### config.mk
export PLATFORM = sky130hd
export DESIGN_NAME = lc3_mem_access
export DESIGN_NICKNAME = d
export VERILOG_FILES = /design/src/rtl/lc3_mem_pkg.sv /design/src/rtl/lc3_mem_timeout_ctr.sv /design/src/rtl/lc3_mem_access.sv
export SDC_FILE = /design/constraint.sdc
export NUM_CORES = 1
export LEC_CHECK = 0
export ABC_AREA = 0
export ABC_CLOCK_PERIOD_IN_PS = 5100
export BUFFER_PORTS_ARGS = -buffer_cell sky130_fd_sc_hd__buf_2
export CAP_MARGIN = 20
export CORE_AREA = 4 4 82 84
export DETAILED_ROUTE_END_ITERATION = 8
export DIE_AREA = 0 0 86 88
export PLACE_DENSITY = 0.85
export SYNTH_ARGS = -nofsm -noshare
export SYNTH_HDL_FRONTEND = slang
export SYNTH_SLANG_ARGS = --single-unit
### constraint.sdc
create_clock -name clk -period 5.1 [get_ports clk]
set_input_delay 0 -clock clk [delete_from_list [all_inputs] [get_ports clk]]
set_output_delay 0 -clock clk [all_outputs]
set_load 0.005 [all_outputs]
### src/rtl/lc3_mem_pkg.sv
// Shared types and defaults for the LC3 memory-access stage.
// Used by lc3_mem_access and lc3_mem_timeout_ctr.
package lc3_mem_pkg;

    typedef enum logic [1:0] {
        MEM_LD   = 2'd0,
        MEM_IND  = 2'd1,
        MEM_ST   = 2'd2,
        MEM_IDLE = 2'd3
    } mem_state_t;

    typedef enum logic [1:0] {
        FSM_IDLE = 2'd0,
        FSM_REQ  = 2'd1,
        FSM_DONE = 2'd2
    } mem_fsm_t;

    localparam int unsigned TIMEOUT_CYCLES_DEF = 64;

endpackage

### src/rtl/lc3_mem_timeout_ctr.sv
// Wait-state counter for lc3_mem_access; only built when LC3_MEM_TIMEOUT_EN is defined.
// o_hit_c fires in the REQ cycle whose un-acked end would make the count reach LIMIT.
module lc3_mem_timeout_ctr
    import lc3_mem_pkg::*;
#(
    parameter int unsigned LIMIT = TIMEOUT_CYCLES_DEF
) (
    input  logic clk,
    input  logic rst,
    input  logic i_clr,
    input  logic i_inc,
    output logic o_hit_c
);

    localparam int unsigned CW = (LIMIT < 2) ? 1 : $clog2(LIMIT);

    logic [CW-1:0] r_cnt;

    always_ff @(posedge clk or negedge rst) begin
        if (!rst) begin
            r_cnt <= '0;
        end else if (i_clr) begin
            r_cnt <= '0;
        end else if (i_inc) begin
            r_cnt <= r_cnt + CW'(1);
        end
    end

    assign o_hit_c = i_inc && (r_cnt == CW'(LIMIT - 1));

endmodule

### src/rtl/lc3_mem_access.sv
// LC3 memory-access stage: request/ack handshake with data memory, LDI/STI pointer phase.
// Optional wait-state abort is enabled by defining LC3_MEM_TIMEOUT_EN.
module lc3_mem_access
    import lc3_mem_pkg::*;
#(
    parameter int unsigned TIMEOUT_CYCLES = TIMEOUT_CYCLES_DEF
) (
    input  logic        clk,
    input  logic        rst,
    input  logic [1:0]  mem_state,
    input  logic        new_instr,
    input  logic [15:0] M_Addr,
    input  logic [15:0] M_Data,
    output logic        dmem_req,
    output logic        dmem_we,
    output logic [15:0] dmem_addr,
    output logic [15:0] dmem_wdata,
    input  logic        dmem_ack,
    input  logic [15:0] dmem_rdata,
    output logic        complete_data,
    output logic [15:0] memout,
    output logic        timeout_err
);

    if (TIMEOUT_CYCLES < 2) begin : g_cfg_chk
        $error("TIMEOUT_CYCLES must be at least 2");
    end

    mem_fsm_t    r_state,     w_state_nxt;
    mem_state_t  r_op,        w_op_nxt;
    mem_state_t  r_last_op,   w_last_op_nxt;
    logic [15:0] r_ptr,       w_ptr_nxt;
    logic        r_ind_valid, w_ind_nxt;
    logic        r_armed,     w_armed_nxt;

    logic        w_req_nxt, w_we_nxt, w_cd_nxt, w_terr_nxt;
    logic [15:0] w_addr_nxt, w_wdata_nxt, w_memout_nxt;

    mem_state_t  w_ms;
    logic        w_arm;
    logic        w_start;
    logic        w_tmo_hit_c;

    assign w_ms    = mem_state_t'(mem_state);
    // A held mem_state only re-triggers after a new_instr pulse or an idle visit.
    assign w_arm   = r_armed || new_instr || (w_ms == MEM_IDLE) || (w_ms != r_last_op);
    assign w_start = (r_state == FSM_IDLE) && (w_ms != MEM_IDLE) && w_arm;

`ifdef LC3_MEM_TIMEOUT_EN
    logic w_tmo_clr;
    logic w_tmo_inc;

    assign w_tmo_clr = w_start;
    assign w_tmo_inc = (r_state == FSM_REQ) && !dmem_ack;

    lc3_mem_timeout_ctr #(
        .LIMIT (TIMEOUT_CYCLES)
    ) u_tmo (
        .clk     (clk),
        .rst     (rst),
        .i_clr   (w_tmo_clr),
        .i_inc   (w_tmo_inc),
        .o_hit_c (w_tmo_hit_c)
    );
`else
    assign w_tmo_hit_c = 1'b0;
`endif

    // Next-state and next-output logic.
    always_comb begin
        w_state_nxt   = r_state;
        w_op_nxt      = r_op;
        w_last_op_nxt = r_last_op;
        w_ptr_nxt     = r_ptr;
        w_ind_nxt     = r_ind_valid;
        w_armed_nxt   = r_armed;
        w_req_nxt     = dmem_req;
        w_we_nxt      = dmem_we;
        w_addr_nxt    = dmem_addr;
        w_wdata_nxt   = dmem_wdata;
        w_cd_nxt      = 1'b0;
        w_memout_nxt  = memout;
        w_terr_nxt    = timeout_err;

        case (r_state)
            FSM_IDLE: begin
                if (w_start) begin
                    w_state_nxt = FSM_REQ;
                    w_op_nxt    = w_ms;
                    w_addr_nxt  = r_ind_valid ? r_ptr : M_Addr;
                    w_wdata_nxt = M_Data;
                    w_req_nxt   = 1'b1;
                    w_we_nxt    = (w_ms == MEM_ST);
                    w_armed_nxt = 1'b0;
                    w_ind_nxt   = 1'b0;
                end else begin
                    if (new_instr || (w_ms == MEM_IDLE)) begin
                        w_armed_nxt = 1'b1;
                    end
                    if (w_ms == MEM_IDLE) begin
                        w_ind_nxt = 1'b0;
                    end
                end
            end
            FSM_REQ: begin
                if (dmem_ack) begin
                    if (r_op == MEM_LD) begin
                        w_memout_nxt = dmem_rdata;
                    end
                    if (r_op == MEM_IND) begin
                        w_ptr_nxt = dmem_rdata;
                        w_ind_nxt = 1'b1;
                    end
                    w_state_nxt   = FSM_DONE;
                    w_last_op_nxt = r_op;
                    w_req_nxt     = 1'b0;
                    w_we_nxt      = 1'b0;
                    w_cd_nxt      = 1'b1;
                end else if (w_tmo_hit_c) begin
                    w_state_nxt   = FSM_DONE;
                    w_last_op_nxt = r_op;
                    w_req_nxt     = 1'b0;
                    w_we_nxt      = 1'b0;
                    w_cd_nxt      = 1'b1;
                    w_memout_nxt  = 16'h0000;
                    w_ind_nxt     = 1'b0;
                    w_terr_nxt    = 1'b1;
                end
            end
            FSM_DONE: begin
                w_state_nxt = FSM_IDLE;
            end
            default: begin
                w_state_nxt = FSM_IDLE;
            end
        endcase
    end

    always_ff @(posedge clk or negedge rst) begin
        if (!rst) begin
            r_state       <= FSM_IDLE;
            r_op          <= MEM_IDLE;
            r_last_op     <= MEM_IDLE;
            r_ptr         <= 16'h0000;
            r_ind_valid   <= 1'b0;
            r_armed       <= 1'b1;
            dmem_req      <= 1'b0;
            dmem_we       <= 1'b0;
            dmem_addr     <= 16'h0000;
            dmem_wdata    <= 16'h0000;
            complete_data <= 1'b0;
            memout        <= 16'h0000;
            timeout_err   <= 1'b0;
        end else begin
            r_state       <= w_state_nxt;
            r_op          <= w_op_nxt;
            r_last_op     <= w_last_op_nxt;
            r_ptr         <= w_ptr_nxt;
            r_ind_valid   <= w_ind_nxt;
            r_armed       <= w_armed_nxt;
            dmem_req      <= w_req_nxt;
            dmem_we       <= w_we_nxt;
            dmem_addr     <= w_addr_nxt;
            dmem_wdata    <= w_wdata_nxt;
            complete_data <= w_cd_nxt;
            memout        <= w_memout_nxt;
            timeout_err   <= w_terr_nxt;
        end
    end

endmodule

==> impl_metrics.toml <==
[run_status]
status = "finished, final reports clean"

[sta]
fin_crit_ns = 2.09
finalHoldViolations = 0
report.final.slew_viol_count = 0
rsz0062_at_grt = "false"
fmax_mhz = 478
tns_ns = 0
timing.hold.ws_ns = 0.0104
fin_skew_ns = 0.00516
layout_worst_path_cycle_share_pct = 41.0
worst_pin_slew_ns = 0.949
slew_headroom_pct = 36.7
setup_viol = 0

[synthesis]
synth_seq_cells = 75
synth_xor_area_share_pct = 0.279
synth_adder_area_share_pct = 0
syn_area_sq_mm = 0.00314
yosys_warnings = 0
synth_compound_area_share_pct = 8.58
ys_seq_area_share_pct = 60.1
synth_most_common_cell = "dfrtp_1"
synth_area_per_cell_sq_um = 13.8
synth_fp_nets = 281
synthCells = 227
synth_top_family_by_area = "multiplexers"
synthTopCellsByCount = "dfrtp_1, mux2_2, a21oi_1, a31oi_1, mux2i_1"
synth_area_leaders = "dfrtp_1, mux2_2, mux2i_1, dfstp_2, mux2_4"
synthSimpleGateAreaFrac_pct = 4.47
async_reset_ff_share_pct = 100
yosysTopAreaCellShare_pct = 55.9
synth_edf_count = 0
yosys.area.top_type = "dfrtp_1"
yosysUniqueCellTypes = 32
synth-main-ff-cell = "dfrtp_1"
synthMuxAreaShare_pct = 23.7

[pwr]
max-vdd-ir-drop_v = 0.000337
power_density_mw_per_mm2 = 574
leakage_uw = 0.00201

[finish]
regArea_sq_mm = 0.00188
multiInputGateArea_sq_mm = 0.00117
nets = 432
drive_above_1_share_pct = 46.2
num-fill-cells = 412
syn_to_final_growth_pct = 38.0
antenna_cells = 0

[drt]
drt_iter0_drc = 85
routed_wl_um = 7780
post-route-drc-count = 0
dr.pass1.iters = 4
ant_nets = 0
wl_per_cell_um = 17.0
vias = 2373
via_per_inst = 5.18

[clocking]
cts_setup_buffers = 0
cts.repair.resized = 0
cts_hold_buffers = 48
root_buffer = "clkbuf_8"
clockBufferDepth = 2
cts_buffers = 9
clk_latency_ns = 0.33
ctsHtreeMaxLevel = 3
cts_tree = "built"
clock-sinks = 75
path_clk_slew_ns = 0.07

[run]
cap_viol_max_count = 0

[floorplanning]
die_w_um = 86
rows = 28
io_pins = 106
start_util_pct = 53.0
die_y_um = 88
coreArea_sq_mm = 0.00592
die_area_sq_mm = 0.00757

[critical_path]
critPathLaunchType = "flip-flop"
path_cells = "nand3b_2 -> nor3_4 -> mux2_2"
path_buf_inv = 0
cpMaxStageDelayCell = "nor3_4"
crit_fanout = 16
arrival_ns = 2.30
critPathTopFamily = "simple AND/OR/NAND/NOR gates"
cpPeakStageDelay_ns = 0.72
end_kind = "flip-flop"
crit_required_ns = 5.31
critPathKind = "reg -> reg"

[min_path]
hold_path.class = "in -> reg"

[global_routing]
grt_remaining_overflow = 0
grt_max_degree = 76
grt_antenna_before_repair = 0
grtUsageTotal_pct = 22.2
grt_pass1_vias = 2686
grt_pass1_wl_um = 12900

[placement]
dp_hpwl_um = 4890
place.gp.congestion = 0.881
port_buffers = 104
## report_power, final
group,switching [uW],internal (uW)
clock network,202,175
registers,217,910
logic,429,550
## placed cells by master, fill, tap and decap left out, types with 3 or more instances in the layout
cell type and n:
buf_2 103, dfrtp_1 70, dlygate4sd3_1 48, mux2_2 40, a21oi_1 20, mux2i_1 16
a31oi_1 16, nand2_1 9, clkbuf_8 9, mux2_4 8, dfstp_2 5, o21ai_0 4
nor2_1 4, clkbuf_1 4, inv_1 3, nor3_1 3, clkinv_2 3, buf_4 3
## per-layer routing
metal	track usage [%]	share of wire [%]	vias to the layer above
met5	0	0	-
met4	7.05	0.82	0
met3	6.49	6.9	5
met2	40.9	53	85
met1	24.6	40	1169
li1	-	-	1114
## worst reg2reg max path: stages, from the launching register on
cell      delay, ns
dfrtp_1        0.46
nand3b_2       0.37
nor3_4         0.72
mux2_2         0.43
## cell families (layout without fill, tap and decap cells)
kind of cell	count (synthesis)	after routing
DFF	75	75
muxes	65	65
AOI/OAI and AO/OA	44	44
and+or+nand+nor	24	24
buffers and inverters	17	173
other	1	1
xor gates and xnor gates	1	1
## state kept, by name, indices dropped and copies added (netlist names)
name	flops
dmem_req	1
r_state	2
memout	16
complete_data	1
dmem_addr	16
r_armed	1
r_ind_valid	1
dmem_wdata	16
r_last_op	2
dmem_we	1
r_op	2
r_ptr	16
## final timing paths
check,from,to,slack [ns],depth (start not counted)
min in group asynchronous,rst,dmem_wdata[13],0.36,2
worst max register to register,r_state[1],memout[4],3.01,3
worst min register to register,memout[8],memout[8],0.49,1
worst max-delay path,r_state[1],memout[4],3.01,3
worst min-delay path,M_Addr[14],dmem_addr[14],0.01,3
max in group asynchronous,rst,dmem_addr[4],4.14,2
## metrics by stage
step | std cells | power (uW) | instance area [sq um] | utilization (%) | setup slack [ns]
4_1_cts | 458 | 2500 | 4330 | 73.1 | 2.98
2_1_floorplan | 227 | 1720 | 3140 | - | 3.32
3_3_place_gp | 394 | 2020 | 3690 | 62.4 | 3.12
3_5_place_dp | 394 | 2090 | 3690 | 62.4 | 2.99
6_report | 458 | 2480 | 4330 | 73.1 | 3.01
5_1_grt | 458 | 2660 | 4330 | 73.1 | 2.88
## area by class of cell
type                            instances  area share, %
Sequential cell                        75           43.5
Timing Repair Buffer                  154           23.5
Clock buffer                           13           3.21
Clock inverter                          3          0.347
Multi-Input combinational cell        135           27.0
Tap cell                               75           2.17
Inverter                                3          0.260
Note: power is estimated with default switching activity, not from simulation.
